$ cat config.mk
export PLATFORM = sky130hd
export DESIGN_NAME = mem_dump_streamer_flat
export DESIGN_NICKNAME = d
export VERILOG_FILES = /design/src/rtl/mem_dump_streamer_pkg.sv /design/src/rtl/mem_dump_streamer_if.sv /design/src/rtl/mem_dump_streamer_strobe_pacer.sv /design/src/rtl/mem_dump_streamer.sv /design/src/flat_wrapper.sv
export SDC_FILE = /design/constraint.sdc
export NUM_CORES = 1
export LEC_CHECK = 0
export ABC_AREA = 1
export BUFFER_PORTS_ARGS = -buffer_cell sky130_fd_sc_hd__buf_2
export CAP_MARGIN = 20
export CORE_AREA = 2 2 125 127
export DETAILED_ROUTE_END_ITERATION = 12
export DIE_AREA = 0 0 127 129
export HOLD_SLACK_MARGIN = 0.06
export PLACE_DENSITY = 0.79
export SLEW_MARGIN = 25
export SYNTH_ARGS = -nofsm -noshare
export SYNTH_HDL_FRONTEND = slang
export SYNTH_HIERARCHICAL = 1
export SYNTH_SLANG_ARGS = --single-unit
export TNS_END_PERCENT = 1
$ cat constraint.sdc
create_clock -name clk -period 3.5 [get_ports clk]
set_clock_uncertainty 0.1 [all_clocks]
set_input_delay 0.35 -clock clk [delete_from_list [all_inputs] [get_ports clk]]
set_output_delay 0.35 -clock clk [all_outputs]
set_load 0.01 [all_outputs]
$ cat src/rtl/mem_dump_streamer_pkg.sv
// Shared types and helpers for the memory dump streamer.
// State encoding, counter widths and the stop-length test.
package mem_dump_streamer_pkg;

  localparam int CNT_W  = 16;
  localparam int BYTE_W = 8;

  typedef enum logic [2:0] {
    S_IDLE  = 3'd0,
    S_READ  = 3'd1,
    S_WAIT  = 3'd2,
    S_SETUP = 3'd3,
    S_HIGH  = 3'd4,
    S_FIN   = 3'd5
  } state_t;

  function automatic logic is_last(
    input logic [CNT_W-1:0] cnt,
    input logic [CNT_W-1:0] max_len
  );
    return (cnt + CNT_W'(1)) == max_len;
  endfunction

endpackage

$ cat src/rtl/mem_dump_streamer_if.sv
// Port-2 memory bus plus the Arduino byte/strobe bus.
// master = streamer side, slave = memory/receiver side.
interface mem_dump_streamer_if
  import mem_dump_streamer_pkg::*;
#(
  parameter int ADDR_W = 32,
  parameter int DATA_W = 32
);

  logic              mem_rd_en;
  logic [ADDR_W-1:0] mem_addr;
  logic [DATA_W-1:0] mem_rdata;
  logic [BYTE_W-1:0] out_data;
  logic              out_strobe;

  modport master (
    output mem_rd_en,
    output mem_addr,
    output out_data,
    output out_strobe,
    input  mem_rdata
  );

  modport slave (
    input  mem_rd_en,
    input  mem_addr,
    input  out_data,
    input  out_strobe,
    output mem_rdata
  );

endinterface

$ cat src/rtl/mem_dump_streamer_strobe_pacer.sv
// Down-counter producing a setup window (strobe low)
// followed by a high window (strobe high) after each go.
module strobe_pacer
  import mem_dump_streamer_pkg::*;
#(
  parameter int W = CNT_W
) (
  input  logic         clk,
  input  logic         rst,
  input  logic         clr,
  input  logic         go,
  input  logic [W-1:0] setup_len,
  input  logic [W-1:0] high_len,
  output logic         strobe,
  output logic         finished
);

  logic [W-1:0] cnt;
  logic         in_setup;

  always_ff @(posedge clk) begin
    if (rst || clr) begin
      cnt      <= '0;
      in_setup <= 1'b0;
      strobe   <= 1'b0;
    end else if (go) begin
      cnt      <= setup_len - W'(1);
      in_setup <= 1'b1;
      strobe   <= 1'b0;
    end else if (in_setup) begin
      if (cnt == '0) begin
        in_setup <= 1'b0;
        strobe   <= 1'b1;
        cnt      <= high_len - W'(1);
      end else begin
        cnt <= cnt - W'(1);
      end
    end else if (strobe) begin
      if (cnt == '0) begin
        strobe <= 1'b0;
      end else begin
        cnt <= cnt - W'(1);
      end
    end
  end

  // High during the last strobe-high cycle.
  assign finished = strobe && (cnt == '0);

endmodule

$ cat src/rtl/mem_dump_streamer.sv
// Walks DataMemory port 2 from a base address and streams
// the low byte of each word to the Arduino bus until NUL.
module mem_dump_streamer
  import mem_dump_streamer_pkg::*;
#(
  parameter int ADDR_W    = 32,
  parameter int DATA_W    = 32,
  parameter int MAX_LEN   = 1024,
  parameter int ADDR_STEP = 1,
  parameter int SETUP_CYC = 4,
  parameter int HIGH_CYC  = 4
) (
  input  logic              clk,
  input  logic              rst,
  input  logic              start,
  input  logic              abort,
  input  logic [ADDR_W-1:0] base_addr,
  mem_dump_streamer_if.master bus,
  output logic              busy,
  output logic              done,
  output logic [CNT_W-1:0]  byte_count
);

  localparam logic [CNT_W-1:0] MAX_L =
    CNT_W'(MAX_LEN);
  localparam logic [CNT_W-1:0] SETUP_L =
    CNT_W'(SETUP_CYC);
  localparam logic [CNT_W-1:0] HIGH_L =
    CNT_W'(HIGH_CYC);
  localparam logic [ADDR_W-1:0] STEP =
    ADDR_W'(ADDR_STEP);

  state_t            state;
  logic [ADDR_W-1:0] addr;
  logic [ADDR_W-1:0] next_addr;
  logic [DATA_W-1:0] rdata;
  logic [BYTE_W-1:0] rd_byte;
  logic              kill;
  logic              go;
  logic              strobe;
  logic              finished;

  assign rdata     = bus.mem_rdata;
  assign rd_byte   = rdata[BYTE_W-1:0];
  assign next_addr = addr + STEP;
  assign kill      = abort && (state != S_IDLE);
  assign go        = (state == S_WAIT) && !kill &&
                     (rd_byte != '0);

  assign bus.out_strobe = strobe;

  strobe_pacer #(
    .W (CNT_W)
  ) u_pacer (
    .clk       (clk),
    .rst       (rst),
    .clr       (kill),
    .go        (go),
    .setup_len (SETUP_L),
    .high_len  (HIGH_L),
    .strobe    (strobe),
    .finished  (finished)
  );

  always_ff @(posedge clk) begin
    if (rst) begin
      state         <= S_IDLE;
      addr          <= '0;
      bus.mem_rd_en <= 1'b0;
      bus.mem_addr  <= '0;
      bus.out_data  <= '0;
      busy          <= 1'b0;
      done          <= 1'b0;
      byte_count    <= '0;
    end else if (kill) begin
      state         <= S_IDLE;
      bus.mem_rd_en <= 1'b0;
      busy          <= 1'b0;
    end else begin
      unique case (state)
        S_IDLE: begin
          if (start) begin
            addr          <= base_addr;
            bus.mem_addr  <= base_addr;
            bus.mem_rd_en <= 1'b1;
            byte_count    <= '0;
            done          <= 1'b0;
            busy          <= 1'b1;
            state         <= S_READ;
          end
        end
        S_READ: begin
          bus.mem_rd_en <= 1'b0;
          state         <= S_WAIT;
        end
        S_WAIT: begin
          if (rd_byte == '0) begin
            state <= S_FIN;
          end else begin
            bus.out_data <= rd_byte;
            state        <= S_SETUP;
          end
        end
        // Pacer owns the windows; a 1-cycle high window
        // can finish before the FSM reaches S_HIGH.
        S_SETUP, S_HIGH: begin
          if (finished) begin
            byte_count <= byte_count + CNT_W'(1);
            addr       <= next_addr;
            if (is_last(byte_count, MAX_L)) begin
              state <= S_FIN;
            end else begin
              bus.mem_rd_en <= 1'b1;
              bus.mem_addr  <= next_addr;
              state         <= S_READ;
            end
          end else if (strobe) begin
            state <= S_HIGH;
          end
        end
        S_FIN: begin
          done  <= 1'b1;
          busy  <= 1'b0;
          state <= S_IDLE;
        end
        default: state <= S_IDLE;
      endcase
    end
  end

endmodule

$ cat src/flat_wrapper.sv
// flat-port wrapper written by rule: the top's interface ports become plain ports
module mem_dump_streamer_flat import mem_dump_streamer_pkg::*;
#(
  parameter int ADDR_W    = 32,
  parameter int DATA_W    = 32,
  parameter int MAX_LEN   = 1024,
  parameter int ADDR_STEP = 1,
  parameter int SETUP_CYC = 4,
  parameter int HIGH_CYC  = 4
)
  (clk, rst, start, abort, base_addr, busy, done, byte_count, bus_mem_rd_en, bus_mem_addr, bus_out_data, bus_out_strobe, bus_mem_rdata);
  mem_dump_streamer_if #(.ADDR_W(ADDR_W), .DATA_W(DATA_W)) bus_i ();
  input  logic clk;
  input  logic rst;
  input  logic start;
  input  logic abort;
  input  logic [ADDR_W-1:0] base_addr;
  output logic busy;
  output logic done;
  output logic [CNT_W-1:0] byte_count;
  output wire logic [$bits(bus_i.mem_rd_en)-1:0] bus_mem_rd_en;
  output wire logic [$bits(bus_i.mem_addr)-1:0] bus_mem_addr;
  output wire logic [$bits(bus_i.out_data)-1:0] bus_out_data;
  output wire logic [$bits(bus_i.out_strobe)-1:0] bus_out_strobe;
  input wire logic [$bits(bus_i.mem_rdata)-1:0] bus_mem_rdata;
  assign bus_mem_rd_en = bus_i.mem_rd_en;
  assign bus_mem_addr = bus_i.mem_addr;
  assign bus_out_data = bus_i.out_data;
  assign bus_out_strobe = bus_i.out_strobe;
  assign bus_i.mem_rdata = bus_mem_rdata;
  mem_dump_streamer #(.ADDR_W(ADDR_W), .DATA_W(DATA_W), .MAX_LEN(MAX_LEN), .ADDR_STEP(ADDR_STEP), .SETUP_CYC(SETUP_CYC), .HIGH_CYC(HIGH_CYC)) u_core (.clk(clk), .rst(rst), .start(start), .abort(abort), .base_addr(base_addr), .bus(bus_i), .busy(busy), .done(done), .byte_count(byte_count));
endmodule
# ---- Yosys cells after proc, flatten, opt, wreduce, memory -nomap -nowiden
# Cells that the tools add are included.
dict set report word_totals {
  reg_bits 112
  input_bits 68
  out_inout_bits 60
}
dict set report op_classes {
  addsub 3
  n_eq_ne 13
  mux 33
  bitwise 2
  reduce_logical 28
}
# operator count
set ops {}
lappend ops {{32-bit two-way mux} 4}
lappend ops {{32-bit case mux with 2 select lines} 2}
lappend ops {{16-bit two-way mux} 6}
lappend ops {{32-bit by 1-bit adder with 32-bit output, second input constant} 1}
lappend ops {{16-bit case mux with 2 select lines} 1}
lappend ops {{16-bit by 1-bit adder with 16-bit output, second input constant} 1}
lappend ops {{16-bit by 11-bit == test with 1-bit output, second input constant} 1}
lappend ops {{16-bit logical NOT} 1}
lappend ops {{16-bit by 1-bit subtractor with 16-bit output, second input constant} 1}
lappend ops {{3-bit two-way mux} 5}
lappend ops {{3-bit case mux with 4 select lines} 1}
lappend ops {{1-bit two-way mux} 10}
lappend ops {{3-bit nonzero test} 3}
lappend ops {{8-bit logical NOT} 1}
lappend ops {{2-bit AND reduction} 4}
lappend ops {{4-bit AND reduction} 2}
lappend ops {{8-bit nonzero test} 1}
lappend ops {{3-bit by 2-bit == test with 1-bit output, second input constant} 2}
lappend ops {{3-bit == test, second input constant} 2}
lappend ops {{2-bit inequality test, second input constant} 3}
lappend ops {{3-bit by 2-bit inequality test with 1-bit output, second input constant} 2}
lappend ops {{3-bit AND reduction} 2}
lappend ops {{2-bit nonzero test} 3}
lappend ops {{2-bit OR reduction} 3}
lappend ops {{other kinds (11)} 17}

# ---- Depth between registers and ports, before layout
# Gate-level depths: netlist of run 1.
dict set report logic_depth {
  depth_word 7
  ltp_mapped 20
  ltp_nobuf 19
}

# ---- Hierarchy
# Netlist of run 1, hierarchy kept.
# mod instances cells_each area_per_inst_um2 seq_area_each_um2
set modules_own_cells {}
lappend modules_own_cells {mem_dump_streamer 1 847 5381.4 1881.8}
lappend modules_own_cells {strobe_pacer 1 355 2044.5 360.3}

# ---- Worst setup path after synthesis of run 1
# Ideal clock, no wire load.
dict set report synth_path {
  kind {register to register}
  startpoint {register u_core.u_pacer.cnt[0]}
  endpoint {register u_core.bus.mem_addr[17]}
  setup_ns 0.115
  t_arrival_ns 2.152
  required_time_ns 3.285
  slack_ns 1.133
  path_stages_with_launch 21
  path_buffers 1
  period_less_slack_ns 2.367
  cell_sequence {dfxtp_1 inv_1 ha_1 nand2_2 nor2_1 nand2_1 inv_1 nand2_1 nor3b_1 inv_1 nand2_1 nand2_2 nor2_4 inv_2 buf_6 a21oi_1 nand2_1 inv_1 nand2_1 nand2_1 nor2_1}
}
dict set report synth_between {
  elab_chain_len 4
}
# item line
set synth_lines {}
lappend synth_lines {{start: declaration} mem_dump_streamer_strobe_pacer.sv:18} ;# logic [W-1:0] cnt;
lappend synth_lines {{start signal: assignment} mem_dump_streamer_strobe_pacer.sv:27} ;# cnt <= setup_len - W'(1);
lappend synth_lines {{start signal: assignment} mem_dump_streamer_strobe_pacer.sv:34} ;# cnt <= high_len - W'(1);
lappend synth_lines {{start signal: assignment} mem_dump_streamer_strobe_pacer.sv:36} ;# cnt <= cnt - W'(1);
lappend synth_lines {{16-bit logical NOT} mem_dump_streamer_strobe_pacer.sv:48} ;# assign finished = strobe && (cnt == '0);
lappend synth_lines {{1-bit logical AND} mem_dump_streamer_strobe_pacer.sv:48}
lappend synth_lines {{via u_core.finished} mem_dump_streamer.sv:41} ;# logic finished;
lappend synth_lines {{2-bit by 1-bit inequality test with 1-bit output (no source line)} n/a}
lappend synth_lines {{5-bit AND reduction (no source line)} n/a}
lappend synth_lines {{end signal: assignment} mem_dump_streamer.sv:84} ;# bus.mem_addr <= base_addr;
lappend synth_lines {{end signal: assignment} mem_dump_streamer.sv:114} ;# bus.mem_addr <= next_addr;
lappend synth_lines {{end: declaration} mem_dump_streamer_if.sv:18} ;# output mem_addr,
# The timed path passes the listed nets, and every way through them passes these cells.
# A chain may end at the register's enable or synchronous reset.

# ---- Final worst setup path of run 1
dict set report layout_path {
  startpoint {register u_core.u_pacer.cnt[0]}
  endpoint {register u_core.bus.mem_addr[25]}
}
# The elaborated chain is that of the path after synthesis.

==> results of run 1 <==
per-stage QoR:
stage | setup WS, ns | utilization
final | 0.510 | 0.576
after detailed placement | 0.523 | 0.556
after global routing | 0.210 | 0.576
after floorplan | 1.13 | -
after CTS | 0.491 | 0.576
after global placement | 0.584 | 0.556
how the worst min path moves through the flow:
stage | slack [ns] | endpoint | cells after the start
finish | 0.13 | u_core/bus.out_data[5]$_SDFFE_PP0P_ | 3
global route | 0.14 | u_core/bus.out_data[1]$_SDFFE_PP0P_ | 3
CTS | 0.12 | u_core/bus.out_data[5]$_SDFFE_PP0P_ | 3
detailed placement | 0.35 | u_core/bus.mem_rd_en$_SDFFE_PP0P_ | 2
global placement | 0.34 | u_core/bus.mem_rd_en$_SDFFE_PP0P_ | 2
floorplan | 0.36 | u_core/addr[1]$_SDFFE_PP0P_ | 2
worst min-delay path, cell delays in order:
cell and delay, ns:
buf_2 0.09, nor2_1 0.04, nor2_1 0.08
routing by layer:
layer  wire length (um)  vias to the layer above
li1                   -                     4135
met1               9310                     3568
met2               9290                      240
met3               1020                       32
met4                448                        0
met5                  0                        -
state kept, by name (all words and copies together) (netlist names):
signal	cells
u_core/addr	32
u_core/u_pacer/strobe	1
u_core/done	1
u_core/byte_count	16
u_core/state	3
u_core/bus.mem_addr	32
u_core/u_pacer/cnt	16
u_core/u_pacer/in_setup	1
u_core/busy	1
u_core/bus.mem_rd_en	1
u_core/bus.out_data	8
cell families (layout without fill, tap and decap cells):
family / Yosys count / in the layout / share of synthesized area
xor+xnor: 38 / 38 / 0.0448
compound gates: 206 / 206 / 0.158
other cells: 2 / 93 / 0.00101
fa+ha+maj: 6 / 6 / 0.0101
buf+inv: 166 / 249 / 0.0991
simple gates: 672 / 672 / 0.385
flops: 112 / 112 / 0.302
cell type report:
cell class	instances	area [um2]
sequential	112	2240
clock buffer	10	229
multi-input combinational	1015	4800
inverter	120	455
fill	1541	6350
tap	188	235
clock inverter	6	61.3
timing repair buffer	113	603
placed cells by master, fill, tap and decap left out, types with 2 or more instances in the layout:
master,synthesis,layout
buf_4,6,9
nand4_1,13,13
clkinv_1,2,2
clkbuf_16,0,9
a211oi_1,18,18
a21oi_1,78,78
o21ai_1,4,4
nor2_2,8,8
inv_6,1,3
nand2_4,3,3
nor4_1,2,2
nor2_1,191,191
dfxtp_1,112,112
o211ai_1,5,5
xnor2_1,15,15
nand3b_1,4,4
o21ai_0,75,75
ha_1,6,6
nand2_1,313,313
nand3_1,101,101
nand2_2,6,6
nor3_1,16,16
xor2_1,23,23
inv_1,114,114
inv_2,3,3
conb_1,2,93
or2_2,5,5
buf_2,11,103
a31oi_1,7,7
a21oi_2,16,16
nor2_4,6,6
Yosys cell counts (all sizes together):
library cell	number
nand2	322
nor2	205
inv	118
dfxtp	112
nand3	102
a21oi	94
o21ai	80
buf	27
xor2	23
a211oi	19
clkbuf	19
nor3	17
xnor2	15
nand4	14
a31oi	7
ha	6
o211ai	5
or2	5
nand3b	4
clkinv	2
conb	2
nor4	2
nor3b	1
o21bai	1
power by group through the flow:
stage          Combinational, uW  Clock (uW)  Sequential (uW)
2_1_floorplan               3170           0             2100
3_3_place_gp                3900           0             2090
3_5_place_dp                3980           0             2100
4_1_cts                     4000        1050             2080
5_1_grt                     4550        1090             2140
6_report                    4020        1030             2080
==> out/qor.yml, run 1 <==
grt_setup_unrepaired: "false"
path_cells: "inv_1 -> ha_1 -> nand2_2 -> nor2_1 -> nand2_1 -> inv_1 -> nand2_1 -> nor3b_1 -> inv_1 -> nand2_1 -> nand2_2 -> nor2_4 -> buf_4 -> nand2_1 -> a21oi_1 -> nand2_1 -> nand2_1 -> nor2_1"
maxSlewHeadroom: 0.410
status: "finished clean"
critical_path.top_delay_family: "simple AND/OR/NAND/NOR gates"
power_frac_comb: 0.563
postCtsHoldBufs: 0
drc: 0
critical_path.endpoint: "u_core/bus.mem_addr[25]$_SDFFE_PP0P_"
p_per_area_nw_per_um2: 827
grt_pass1_vias: 7159
yosysSeqAreaShare: 0.302
path_common_cell: "nand2_1"
r2r_end: "u_core/bus.mem_addr[25]$_SDFFE_PP0P_"
wire_per_inst_um: 12.8
p_int_uw: 3670
p_sw_uw: 3460
cts_resized: 0
synth_top_area_share: 0.302
endpoint_kind: "register"
port_buffers: 103
io-pin-count: 128
ys_warn_count: 6
dr.pass1.iters: 5
fmax_ghz: 0.334
grt_max_degree: 54
die-area_um2: 16400
p_seq_frac: 0.292
sw_frac_of_total: 0.485
finalCritPeriodShare: 0.854
grt_usage: 0.248
crit_path_start_kind: "register"
ant_nets: 0
synth_top_area_cell: "dfxtp_1"
worst_pin_slew_ns: 0.880
crit_buf_inv: 4
peakVddDrop_mv: 0.682
cts_buffer_depth: 2
fin_hold_ws_ns: 0.126
cp_max_fo: 26
critPathRequiredTime_ns: 3.66
numClockSinks: 112
layout-drive-gt1-share: 0.132
wirelength_mm: 20.1
fp-row-count: 45
r2r_slack_ns: 0.51
gr-usage-met3: 0.0299
power.leakage_uw: 0.00406
die_x_um: 127
syn_area_per_cell_um2: 6.18
gr-total-overflow: 0
grt_pass1_wl_mm: 33.5
r2r_start: "u_core/u_pacer/cnt[0]$_SDFFE_PP0P_"
grt.busiest_layer: "met2"
ys_ff_latch: 112
fin_nets: 1445
antenna_found_initial: 0
drtIter0Drc: 660
finalMaxSlewViolations: 0
synth_area_um2: 7430
final_area_um2: 8620
hold_violations: 0
clk_latency_ns: 0.36
min_from: "bus_mem_rdata[5]"
crit_cells: 18
post_cts_buffers: 0
placed_area_um2: 8330
antenna_cells: 0
finalSetupViolations: 0
use_met1: 0.336
path_class: "reg -> reg"
grt.met2_usage: 0.411
fin_setup_tns_ns: 0
place_inst: 1548
htree_levels: 3
synth_cells: 1202
min_period_ns: 2.99
fp.dieH_um: 129
routed_via_density: 5.10
p_total_uw: 7130
cts_buffers: 9
cp_slowest_cell: "dfxtp_1"
vias: 7975
drv_cap: 0
core_um2: 15000
initial_core_util: 0.496
synthDistinctLibCells: 41
clkTransAtPathRegs_ns: 0.08
worstPathArrival_ns: 3.15
cts_root_buffer: "clkbuf_16"
reg2reg_depth: 18
crit_start: "u_core/u_pacer/cnt[0]$_SDFFE_PP0P_"
hold_class: "in -> reg"
syn_to_final_growth_pct: 16.1
cts_tree: "yes"
place.gp.congestion: 0.956
power_frac_clock: 0.145
stdcell_count: 1564
synthTopCellsByArea: "dfxtp_1 30%, nand2_1 16%, nor2_1 9.7%"
slowest_delay_ns: 0.33
hpwl_mm: 14.9
(Power assumes the default switching activity.)
==> run 2, diff against run 1 <==
CORE_AREA = 2 2 122 124   (was 2 2 125 127)
DIE_AREA = 0 0 124 126   (was 0 0 127 129)
PLACE_DENSITY = 0.82   (was 0.79)
==> run 2 against run 1 <==
- via count fell by 0.85%
- worst hold slack worse by 0.0014 ns
- highest routed layer unchanged
- critical path type unchanged
- clock power barely moved
- critical path depth fell by 2
- sequential power is essentially flat
==> out/qor.yml, run 2 (synthesized netlist as in run 1, its figures left out) <==
slowest_delay_ns: 0.32  # about the same
grt_pass1_wl_mm: 31.9  # -4.7%
final_area_um2: 8590  # -0.38%
cts_buffer_depth: 2  # unchanged
fin_nets: 1443  # -0.14%
core_um2: 14300  # -4.4%
final_common_cell: "nand2_1"
initial_core_util: 0.519  # +0.0230
p_per_area_nw_per_um2: 820  # -0.83%
io-pin-count: 128  # unchanged
drv_cap: 0  # unchanged
critPathRequiredTime_ns: 3.61  # -0.05 ns
placed_area_um2: 8310  # -0.24%
crit_start: "u_core/u_pacer/cnt[0]$_SDFFE_PP0P_"
reg_top3: "u_core/addr (32), u_core/bus.mem_addr (32)"
fin_setup_tns_ns: 0  # unchanged
p_total_uw: 7040  # -1.2%
postCtsHoldBufs: 0  # unchanged
die_x_um: 124  # -2.4%
post_cts_buffers: 0  # unchanged
cts_root_buffer: "clkbuf_16"
cts_tree: "yes"
r2r_start: "u_core/u_pacer/cnt[0]$_SDFFE_PP0P_"
vias: 7907  # -0.85%
clk_latency_ns: 0.36  # about the same
clkTransAtPathRegs_ns: 0.08  # about the same
grt_setup_unrepaired: "false"
dr.max_layer_used: "met4"
r2r_end: "u_core/bus.mem_addr[5]$_SDFFE_PP0P_"
setup_slack_ns: 0.593  # +0.0835 ns
cts_resized: 0  # unchanged
worst_pin_slew_ns: 0.781  # -0.0997 ns
status: "finished clean"
crit_path_start_kind: "register"
grt_max_degree: 88  # +63%
numClockSinks: 112  # unchanged
power.leakage_uw: 0.00405  # -0.15%
antenna_found_initial: 0  # unchanged
finalSetupViolations: 0  # unchanged
wl_met1_mm: 8.99  # -3.5%
fin_hold_ws_ns: 0.125  # -0.00139 ns
fmax_ghz: 0.344  # +2.9%
fp-row-count: 44  # -2.2%
wl_met2_mm: 9.01  # -3.0%
hpwl_mm: 14.3  # -3.6%
ant_nets: 0  # unchanged
layout_common_cells: "313 x nand2_1, 191 x nor2_1, 114 x inv_1"
die-area_um2: 15600  # -4.6%
hold_class: "in -> reg"
endpoint_kind: "register"
fp.dieH_um: 126  # -2.3%
cp_max_fo: 87  # +230%
r2r_slack_ns: 0.59  # +0.08 ns
drc: 0  # unchanged
port_buffers: 103  # unchanged
wl_met3_mm: 1.09  # +6.7%
grt_usage: 0.249  # +0.000289
maxSlewHeadroom: 0.480  # +0.0697
path_class: "reg -> reg"
min_period_ns: 2.91  # -0.0835 ns
place.gp.congestion: 0.918  # -4.0%
grt_pass1_vias: 7059  # -1.4%
syn_to_final_growth_pct: 15.7
drtIter0Drc: 549  # -17%
dp_slack_ns: 0.616  # +0.0931 ns
wirelength_mm: 19.5  # -2.9%
routed_via_density: 5.08  # -0.47%
finalMaxSlewViolations: 0  # unchanged
antenna_cells: 0  # unchanged
htree_levels: 3  # unchanged
dr.pass1.iters: 7  # +2
path_common_cell: "nand2_1"
path_cells: "inv_1 -> ha_1 -> nand2_2 -> nor2_1 -> nand2_1 -> inv_1 -> nand2_1 -> nor3b_1 -> inv_1 -> nand2_1 -> nand2_2 -> nor2_4 -> buf_12 -> nand2_4 -> nand2_1 -> a21oi_1"
finalCritPeriodShare: 0.831  # -0.0238
gr-total-overflow: 0  # unchanged
nFillCells: 1450  # -5.9%
critical_path.endpoint: "u_core/bus.mem_addr[5]$_SDFFE_PP0P_"
wire_per_inst_um: 12.5  # -2.6%
layout-drive-gt1-share: 0.131  # -0.000536
reg2reg_depth: 16  # -2
hold_violations: 0  # unchanged
worstPathArrival_ns: 3.02  # -0.13 ns
cts_buffers: 9  # unchanged
cp_slowest_cell: "dfxtp_1"
peakVddDrop_mv: 0.549  # -20%
[run 2: cell types whose count changed in the layout (fill, tap and decap cells not counted), sizes merged]
cell      previous run  this run
clkbuf              10         9
clkinvlp             1         0
clkinv               4         6
buf                113       111
[run 2: worst min-delay path by stage]
stage / cells past startpoint / endpoint / from
CTS: 3 / u_core/bus.out_data[7]$_SDFFE_PP0P_ / bus_mem_rdata[7]
global placement: 2 / u_core/bus.mem_rd_en$_SDFFE_PP0P_ / u_core/bus.mem_rd_en$_SDFFE_PP0P_
floorplan: 2 / u_core/addr[1]$_SDFFE_PP0P_ / u_core/addr[1]$_SDFFE_PP0P_
detailed placement: 2 / u_core/bus.mem_rd_en$_SDFFE_PP0P_ / u_core/bus.mem_rd_en$_SDFFE_PP0P_
finish: 3 / u_core/bus.out_data[7]$_SDFFE_PP0P_ / bus_mem_rdata[7]
global route: 3 / u_core/bus.out_data[7]$_SDFFE_PP0P_ / bus_mem_rdata[7]
[run 2: layer usage]
metal | up-vias | global-route usage
met2 | 231 | 0.420
met3 | 36 | 0.0276
met1 | 3517 | 0.330
met4 | 0 | 0.0793
li1 | 4123 | -
met5 | - | 0
[run 2: layout make-up]
type / count / area [um2] / area share
clock inverter: 7 / 52.6 / 0.00612
tap: 184 / 230 / 0.0268
multi-input combinational: 1015 / 4800 / 0.558
inverter: 120 / 455 / 0.0530
clock buffer: 9 / 225 / 0.0262
sequential: 112 / 2240 / 0.261
timing repair buffer: 111 / 588 / 0.0685
[run 2: per-stage QoR]
| stage | instances | utilization |
|---|---|---|
| 4_1_cts | 1558 | 0.600 |
| 6_report | 1558 | 0.600 |
| 3_5_place_dp | 1542 | 0.581 |
| 5_1_grt | 1558 | 0.600 |
| 2_1_floorplan | 1293 | - |
| 3_3_place_gp | 1542 | 0.581 |
[run 2: power by group]
| part | internal, uW | switching [uW] |
|---|---|---|
| clock network | 492 | 511 |
| logic | 1440 | 2530 |
| registers | 1700 | 363 |
[run 2: critical path: cells and delay by family, from the launching register on]
kind	cells	cell delay, ns
AO/OA/AOI/OAI	1	0.06
AND/OR/NAND/NOR	10	1.42
flip-flops	1	0.32
adder cells (fa/ha/maj)	1	0.21
buffers and inverters	4	0.57
